==> config.mk <==
export PLATFORM = sky130hd
export DESIGN_NAME = pipeline_hazard_ctrl
export DESIGN_NICKNAME = d
export VERILOG_FILES = /design/src/rtl/pipeline_hazard_ctrl_pkg.sv /design/src/rtl/pipeline_hazard_ctrl_sat_counter.sv /design/src/rtl/pipeline_hazard_ctrl.sv
export SDC_FILE = /design/constraint.sdc
export NUM_CORES = 1
export LEC_CHECK = 0
export CORE_AREA = 3 3 121 123
export DETAILED_ROUTE_END_ITERATION = 10
export DIE_AREA = 0 0 124 126
export PLACE_DENSITY = 0.83
export SETUP_SLACK_MARGIN = 0.2
export SLEW_MARGIN = 20
export SYNTH_ARGS = -nofsm -noshare
export SYNTH_HDL_FRONTEND = slang
export SYNTH_SLANG_ARGS = --single-unit
export TNS_END_PERCENT = 30
==> constraint.sdc <==
create_clock -name clk -period 3.3 [get_ports clk]
set_clock_uncertainty 0.1 [all_clocks]
set_input_delay 0.495 -clock clk [delete_from_list [all_inputs] [get_ports clk]]
set_output_delay 0.495 -clock clk [all_outputs]
set_load 0.05 [all_outputs]
==> src/rtl/pipeline_hazard_ctrl_pkg.sv <==
// Shared pipeline definitions for the hazard controller:
// memory access encoding and dcache-wait FSM states.
package pipeline_hazard_ctrl_pkg;

  localparam logic [2:0] MEM_NONE     = 3'b000;
  localparam int         MEM_LOAD_BIT = 2;

  typedef enum logic {
    RUN   = 1'b0,
    DWAIT = 1'b1
  } hz_state_t;

endpackage

==> src/rtl/pipeline_hazard_ctrl_sat_counter.sv <==
// Saturating event counter with synchronous clear
// and synchronous active-low reset.
module sat_counter #(
  parameter int W = 32
) (
  input  logic         clk,
  input  logic         rstn,
  input  logic         inc,
  input  logic         clr,
  output logic [W-1:0] cnt
);

  // Count up on inc, sticking at all-ones; clear wins over inc.
  always_ff @(posedge clk) begin
    if (!rstn) begin
      cnt <= '0;
    end else if (clr) begin
      cnt <= '0;
    end else if (inc && (cnt != '1)) begin
      cnt <= cnt + 1'b1;
    end
  end

endmodule

==> src/rtl/pipeline_hazard_ctrl.sv <==
// Stall/flush/bubble controller for the dual-issue pipeline
// with dcache-wait FSM and saturating statistics counters.
module pipeline_hazard_ctrl
  import pipeline_hazard_ctrl_pkg::*;
#(
  parameter int CNT_W = 32
) (
  input  logic             clk,
  input  logic             rstn,
  input  logic             ID_valid_a,
  input  logic             ID_valid_b,
  input  logic [4:0]       ID_rj_a,
  input  logic [4:0]       ID_rk_a,
  input  logic [4:0]       ID_rj_b,
  input  logic [4:0]       ID_rk_b,
  input  logic             EX_rf_we_a,
  input  logic             EX_rf_we_b,
  input  logic [4:0]       EX_rf_waddr_a,
  input  logic [4:0]       EX_rf_waddr_b,
  input  logic [2:0]       EX_mem_type_a,
  input  logic [2:0]       EX_mem_type_b,
  input  logic             EX_br_a,
  input  logic             EX_br_b,
  input  logic [2:0]       MEM_mem_type_a,
  input  logic [2:0]       MEM_mem_type_b,
  input  logic             dcache_ready,
  input  logic             cnt_clr,
  output logic             stall_IF,
  output logic             stall_ID,
  output logic             stall_EX,
  output logic             stall_dcache,
  output logic             flush_ID,
  output logic             flush_EX,
  output logic             bubble_EX,
  output logic             dcache_wait,
  output logic [CNT_W-1:0] cnt_dc_miss,
  output logic [CNT_W-1:0] cnt_dc_stall,
  output logic [CNT_W-1:0] cnt_lu_stall,
  output logic [CNT_W-1:0] cnt_flush
);

  hz_state_t state;

  logic mem_busy;
  logic ld_a, ld_b;
  logic use_a, use_b;
  logic lu_hit;
  logic br;
  logic take_br;
  logic take_lu;
  logic miss;

  // Does any valid ID source read register w?
  function automatic logic id_reads(
    input logic [4:0] w,
    input logic       va,
    input logic [4:0] rja,
    input logic [4:0] rka,
    input logic       vb,
    input logic [4:0] rjb,
    input logic [4:0] rkb
  );
    return (va && ((rja == w) || (rka == w)))
        || (vb && ((rjb == w) || (rkb == w)));
  endfunction

  // Hazard detection terms; r0 destinations never hazard.
  always_comb begin
    mem_busy = ((MEM_mem_type_a != MEM_NONE)
             || (MEM_mem_type_b != MEM_NONE))
             && !dcache_ready;
    ld_a = EX_rf_we_a
        && EX_mem_type_a[MEM_LOAD_BIT]
        && (EX_rf_waddr_a != 5'd0);
    ld_b = EX_rf_we_b
        && EX_mem_type_b[MEM_LOAD_BIT]
        && (EX_rf_waddr_b != 5'd0);
    use_a = id_reads(EX_rf_waddr_a,
                     ID_valid_a, ID_rj_a, ID_rk_a,
                     ID_valid_b, ID_rj_b, ID_rk_b);
    use_b = id_reads(EX_rf_waddr_b,
                     ID_valid_a, ID_rj_a, ID_rk_a,
                     ID_valid_b, ID_rj_b, ID_rk_b);
    lu_hit  = (ld_a && use_a) || (ld_b && use_b);
    br      = EX_br_a || EX_br_b;
    take_br = br && !mem_busy;
    take_lu = lu_hit && !mem_busy && !br;
    miss    = (state == RUN) && mem_busy;
  end

  // Priority arbitration: dcache, then branch, then load-use.
  always_comb begin
    stall_IF     = 1'b0;
    stall_ID     = 1'b0;
    stall_EX     = 1'b0;
    stall_dcache = 1'b0;
    flush_ID     = 1'b0;
    flush_EX     = 1'b0;
    bubble_EX    = 1'b0;
    unique case (1'b1)
      mem_busy: begin
        stall_IF     = 1'b1;
        stall_ID     = 1'b1;
        stall_EX     = 1'b1;
        stall_dcache = 1'b1;
      end
      take_br: begin
        flush_ID = 1'b1;
        flush_EX = 1'b1;
      end
      take_lu: begin
        stall_IF  = 1'b1;
        stall_ID  = 1'b1;
        bubble_EX = 1'b1;
      end
      default: ;
    endcase
  end

  // Dcache-wait FSM with registered wait flag.
  always_ff @(posedge clk) begin
    if (!rstn) begin
      state       <= RUN;
      dcache_wait <= 1'b0;
    end else begin
      unique case (state)
        RUN: begin
          if (mem_busy) begin
            state       <= DWAIT;
            dcache_wait <= 1'b1;
          end
        end
        DWAIT: begin
          if (dcache_ready) begin
            state       <= RUN;
            dcache_wait <= 1'b0;
          end
        end
        default: begin
          state       <= RUN;
          dcache_wait <= 1'b0;
        end
      endcase
    end
  end

  sat_counter #(.W(CNT_W)) u_cnt_dc_miss (
    .clk  (clk),
    .rstn (rstn),
    .inc  (miss),
    .clr  (cnt_clr),
    .cnt  (cnt_dc_miss)
  );

  sat_counter #(.W(CNT_W)) u_cnt_dc_stall (
    .clk  (clk),
    .rstn (rstn),
    .inc  (mem_busy),
    .clr  (cnt_clr),
    .cnt  (cnt_dc_stall)
  );

  sat_counter #(.W(CNT_W)) u_cnt_lu_stall (
    .clk  (clk),
    .rstn (rstn),
    .inc  (take_lu),
    .clr  (cnt_clr),
    .cnt  (cnt_lu_stall)
  );

  sat_counter #(.W(CNT_W)) u_cnt_flush (
    .clk  (clk),
    .rstn (rstn),
    .inc  (take_br),
    .clr  (cnt_clr),
    .cnt  (cnt_flush)
  );

endmodule

# Word level (Yosys, flattened, before mapping)

Index checks and enable logic that the tools add are counted.

Flip-flop bits (word level): 130
Latch bits: 0
Memory bits (writable): 0
Bits in read-only memories: 0
Input bits: 52
Output and inout bits: 136
Logic and storage cells: 73
Memories: 0

Add/sub/neg operators: 4
$mul: 0
Div/mod/pow operators: 0
$lt $le $gt $ge: 0
Equal/unequal tests: 14
Shift-type cells: 0
Multiplexer cells: 9
Bitwise operators: 2
Reduce and logical (&&, ||, !) cells: 38

Operators by type and width:

| cell                  | number |
|---|---|
| $add 32x1->32 const B | 4 |
| $ne 32x32->1 const B  | 4 |
| $eq 5x5->1            | 8 |
| $logic_and 1x1->1     | 19 |
| $reduce_bool 5->1     | 2 |
| $logic_or 1x1->1      | 9 |
| $mux 1                | 7 |
| $reduce_bool 3->1     | 2 |
| $pmux 1 s2            | 2 |
| $reduce_or 2->1       | 2 |
| $logic_not 1->1       | 3 |
| $ne 2x1->1 const B    | 1 |
| $ne 2x2->1 const B    | 1 |
| $not 1->1             | 2 |
| $reduce_and 2->1      | 1 |

# Longest topological paths before layout

Depth in word-level cells: 10
Gate-level depth with buffers: 10
Mapped depth without buffers: 8

# By module

Synthesis repeated with hierarchy kept, for this count alone.

Cells, all modules: 910
Area, all modules: 7394.6 sq um

By module, submodules not included:

| module               | instances | cells each | area each (sq um) | sequential area each (sq um) |
|---|---|---|---|---|
| sat_counter          | 4         | 203        | 1667.8            | 640.6 |
| pipeline_hazard_ctrl | 1         | 98         | 723.2             | 40.0 |

# Least setup slack after synthesis

No wires, ideal clock.

Path type: input port to output port
From: input port EX_rf_waddr_a[2]
To: output port stall_IF
Data arrival time: 3.174 ns
Data required time: 2.705 ns
Setup slack: -0.469 ns
Stages on the path: 9
Buffers on the path: 3
Cell sequence: clkbuf_1 > xor2_1 > nor3_1 > a22oi_1 > o22ai_1 > nor2_1 > buf_2 > o21ai_0 > buf_4

Cells in the longest elaborated chain, start to end: 10
Elaborated cells between the ends (all ways): 17
Classes of those cells: eq/ne: 4; mux: 1; reduce/logical: 12

Ends and longest elaborated chain:

| what                                 | RTL line                                               | text |
|---|---|---|
| start: declaration                   | pipeline_hazard_ctrl.sv:18                             | `input logic [4:0] EX_rf_waddr_a,` |
| $eq 5x5->1 (on tied branches)        | pipeline_hazard_ctrl.sv:63, pipeline_hazard_ctrl.sv:64 |  |
| $logic_or 1x1->1 (on tied branches)  | pipeline_hazard_ctrl.sv:63, pipeline_hazard_ctrl.sv:64 |  |
| $logic_and 1x1->1 (on tied branches) | pipeline_hazard_ctrl.sv:63, pipeline_hazard_ctrl.sv:64 |  |
| $logic_or 1x1->1                     | pipeline_hazard_ctrl.sv:64                             | `\|\| (vb && ((rjb == w) \|\| (rkb == w)));` |
| $logic_and 1x1->1 *                  | pipeline_hazard_ctrl.sv:84                             | `lu_hit = (ld_a && use_a) \|\| (ld_b && use_b);` |
| $logic_or 1x1->1 *                   | pipeline_hazard_ctrl.sv:84                             |  |
| $logic_and 1x1->1 * (2 in a row)     | pipeline_hazard_ctrl.sv:87                             | `take_lu = lu_hit && !mem_busy && !br;` |
| $reduce_or 2->1 (no source line) *   | n/a                                                    |  |
| $mux 1 *                             | n/a                                                    |  |
| end: declaration                     | pipeline_hazard_ctrl.sv:28                             | `output logic stall_IF,` |

Mark *: on every way between the ends. The rest lies on a longest branch, timed or not.

# Final worst setup path

From: input port EX_rf_waddr_a[0]
To: output port stall_IF

Cells in the longest elaborated chain, start to end: 10
Elaborated cells between the ends (all ways): 17
Classes of those cells: eq/ne: 4; mux: 1; reduce/logical: 12

Ends and longest elaborated chain:

| what                                 | RTL line                                               | text |
|---|---|---|
| $eq 5x5->1 (on tied branches)        | pipeline_hazard_ctrl.sv:63, pipeline_hazard_ctrl.sv:64 |  |
| $logic_or 1x1->1 (on tied branches)  | pipeline_hazard_ctrl.sv:63, pipeline_hazard_ctrl.sv:64 |  |
| $logic_and 1x1->1 (on tied branches) | pipeline_hazard_ctrl.sv:63, pipeline_hazard_ctrl.sv:64 |  |
| $logic_or 1x1->1                     | pipeline_hazard_ctrl.sv:64                             |  |
| $logic_and 1x1->1 *                  | pipeline_hazard_ctrl.sv:84                             |  |
| $logic_or 1x1->1 *                   | pipeline_hazard_ctrl.sv:84                             |  |
| $logic_and 1x1->1 * (2 in a row)     | pipeline_hazard_ctrl.sv:87                             |  |
| $reduce_or 2->1 (no source line) *   | n/a                                                    |  |
| $mux 1 *                             | pipeline_hazard_ctrl.sv:100                            | `unique case (1'b1)` |

Marks and branches as above.

==> reports/metrics.yaml <==
cap_violations: 0
synth_fa_ha_area_share_pct: 0.747
synth_top_cell_by_area: "dfxtp_1"
cts_tree: "yes"
synth_edf_count: 0
placed_cells: 1143
gr-total-overflow: 0
dieArea_um2: 15600
synth_compound_area_share_pct: 6.91
p_per_area_nw_per_um2: 408
h-tree-depth: 4
antenna_left: 0
ys_async_sr_fraction_pct: 0
n_fill_cell: 1100
drt_first_pass_iters: 5
start_kind: "primary input"
clockBufferDepth: 2
grt_max_degree: 61
relSlewSlack_pct: 46.5
hold_class: "register to register"
setup_viol: 0
ys_types: 53
hpwl_um: 12800
fin_crit_sh_pct: 91.1
synth_seq_cells: 130
io_buffers: 183
synth_top_family_by_area: "simple AND/OR/NAND/NOR gates"
rsz0062_at_grt: "true"
rows: 43
post-route-min-period_ps: 3010
antenna_cells: 0
num_vias: 6421
grt_pass1_vias: 5975
p_leak_uw: 0.00320
cts_inserted_buffers: 17
antenna_found_initial: 0
synthFlopType: "dfxtp_1"
synth_simple_gate_area_share_pct: 31.0
synth_xor_area_share_pct: 17.1
hold_viol: 0
areaGrowthSynthToFinish_pct: 39.7
clkTransAtPathRegs_ps: 60
worstPathMaxFanout: 4
clk_latency_ps: 420
drive_gt1_share_pct: 7.14
avgRoutedWirePerCell_um: 15.4
yosysTopAreaCellShare_pct: 38.8
wirelength_um: 18100
cts-root-buf: "clkbuf_16"
maxSlewViolCount: 0
peakVddDrop_v: 0.000316
syn_avg_cell_area_um2: 8.34
ff_latch_area_um2: 2600
track_usage_pct: 23.2
yosysSeqAreaShare_pct: 38.8
start_util_pct: 48.7
cts_num_sinks: 130
ios: 188
drc: 0
grt_first_pass_wirelength_um: 29400
crit_arrival_ps: 2410
hold_buffers: 0
worstMarginPinSlew_ps: 794
gp_congestion: 0.874
drtIter0Drc: 452
nets: 1038
crit_type: "primary input to output pin"
die_w_um: 124
yosysWarnings: 0
synthCells: 804
synthMuxAreaShare_pct: 1.64
fp.dieH_um: 126
layout_setup_ws_ps: 294
place_worst_setup_slack_ps: 179
fmax_mhz: 333
multi_input_area_um2: 3870
finalSetupTns_ps: 0
synthTopCellsByArea: "dfxtp_1 39%, xor2_1 15%, nor2_1 7.2%"
instances_no_fill: 1175
synth_area_um2: 6700
status: "finished clean"
core_area_um2: 13800
avgViaCountPerCell: 5.46
endpoint_kind: "output pin"
synth_nets: 860
crit_required_ps: 2700
[power breakdown]
part	internal [µW]	switching, µW	total [µW]
Combinational	117	146	263
Clock	1250	728	1980
Sequential	1570	5.45	1580
[repair_timing]
item	in CTS	in global routing
gates resized for setup	1	2
setup endpoints to repair	2	4
cloned	0	0
buffers inserted	0	0
[final timing paths]
kind,from,end,slack [ps],cells past startpoint
max reg2reg,u_cnt_dc_miss.cnt[6]$_SDFFE_PP0P_,u_cnt_dc_miss.cnt[19]$_SDFFE_PP0P_,510,7
min reg2reg,u_cnt_lu_stall.cnt[27]$_SDFFE_PP0P_,u_cnt_lu_stall.cnt[27]$_SDFFE_PP0P_,390,2
max,EX_rf_waddr_a[0],stall_IF,290,9
min,u_cnt_lu_stall.cnt[27]$_SDFFE_PP0P_,u_cnt_lu_stall.cnt[27]$_SDFFE_PP0P_,390,2
[registers in the layout, summed over array words and instances (netlist names)]
| signal | flops |
|---|---|
| dcache_wait | 1 |
| state | 1 |
| u_cnt_dc_miss.cnt | 32 |
| u_cnt_dc_stall.cnt | 32 |
| u_cnt_flush.cnt | 32 |
| u_cnt_lu_stall.cnt | 32 |
[area by class of cell]
type | instances | share of cell area [%]
clock buffer | 21 | 5.02
tap | 180 | 2.40
clock inverter | 11 | 1.62
inverter | 11 | 0.441
timing repair buffer | 201 | 21.4
sequential | 130 | 27.8
multi-input combinational | 621 | 41.3
[kinds of logic (layout without fill, tap and decap cells)]
kind of cell,Yosys count,count (layout)
compound gates,71,71
xor+xnor,131,131
fa+ha+maj,4,4
buf+inv,53,244
flops,130,130
mux,11,11
simple gates,404,404
[layout by cell type (no fill, tap or decap), types with 17 or more instances in the layout]
cell type	n
xnor2_1	20
nor2_1	127
dfxtp_1	130
nand4_1	46
or3_1	17
xor2_1	111
clkbuf_16	17
clkdlybuf4s50_1	175
and3_1	25
buf_4	21
nor3_1	18
nand2_1	57
nand3_1	49
a21oi_1	22
[metal layers]
metal / part of all wire (%) / track usage, %
met1: 44 / 28.9
met2: 49 / 38.5
met3: 6.0 / 6.51
met4: 1.4 / 7.41
met5: 0 / 0
[cell usage after synthesis (2+ instances only)]
| cell type | n |
|---|---|
| nor4b_1 | 2 |
| o21ai_0 | 7 |
| and2_1 | 6 |
| nor2b_1 | 2 |
| and4_1 | 13 |
| o31ai_1 | 8 |
| or4_1 | 11 |
| o2111ai_1 | 2 |
| nand2_1 | 57 |
| xnor2_1 | 20 |
| buf_2 | 2 |
| nand3_1 | 49 |
| clkbuf_1 | 31 |
| inv_1 | 11 |
| and3_1 | 25 |
| o21a_1 | 2 |
| ha_1 | 4 |
| nand4_1 | 46 |
| nor2_1 | 128 |
| o22ai_1 | 2 |
| nor4_1 | 11 |
| o311a_1 | 2 |
| buf_6 | 4 |
| or3_1 | 17 |
| a31oi_1 | 2 |
| nor3_1 | 18 |
| nand2b_1 | 10 |
| o21ai_1 | 11 |
| a21oi_1 | 23 |
| dfxtp_1 | 130 |
| mux2i_1 | 11 |
| xor2_1 | 111 |
| a22oi_1 | 4 |
| buf_4 | 3 |
[worst max-delay path, cell delays in order]
cell and delay [ps]:
clkdlybuf4s50_1 440, buf_4 180, xor2_1 160, nor3_1 190, a22oi_1 130, o22ai_1 270
nor2_2 100, o21ai_2 210, buf_4 230
[per-stage QoR]
stage	util [%]	power, µW	cell area, µm²	hold WS [ps]
global route	68.0	3940	9370	412
finish	68.0	3830	9370	388
global placement	63.4	1870	8730	367
floorplan	-	1760	6710	399
CTS	67.9	3840	9360	391
detailed placement	63.4	1870	8730	380
Power figures use the tool's default switching activity.
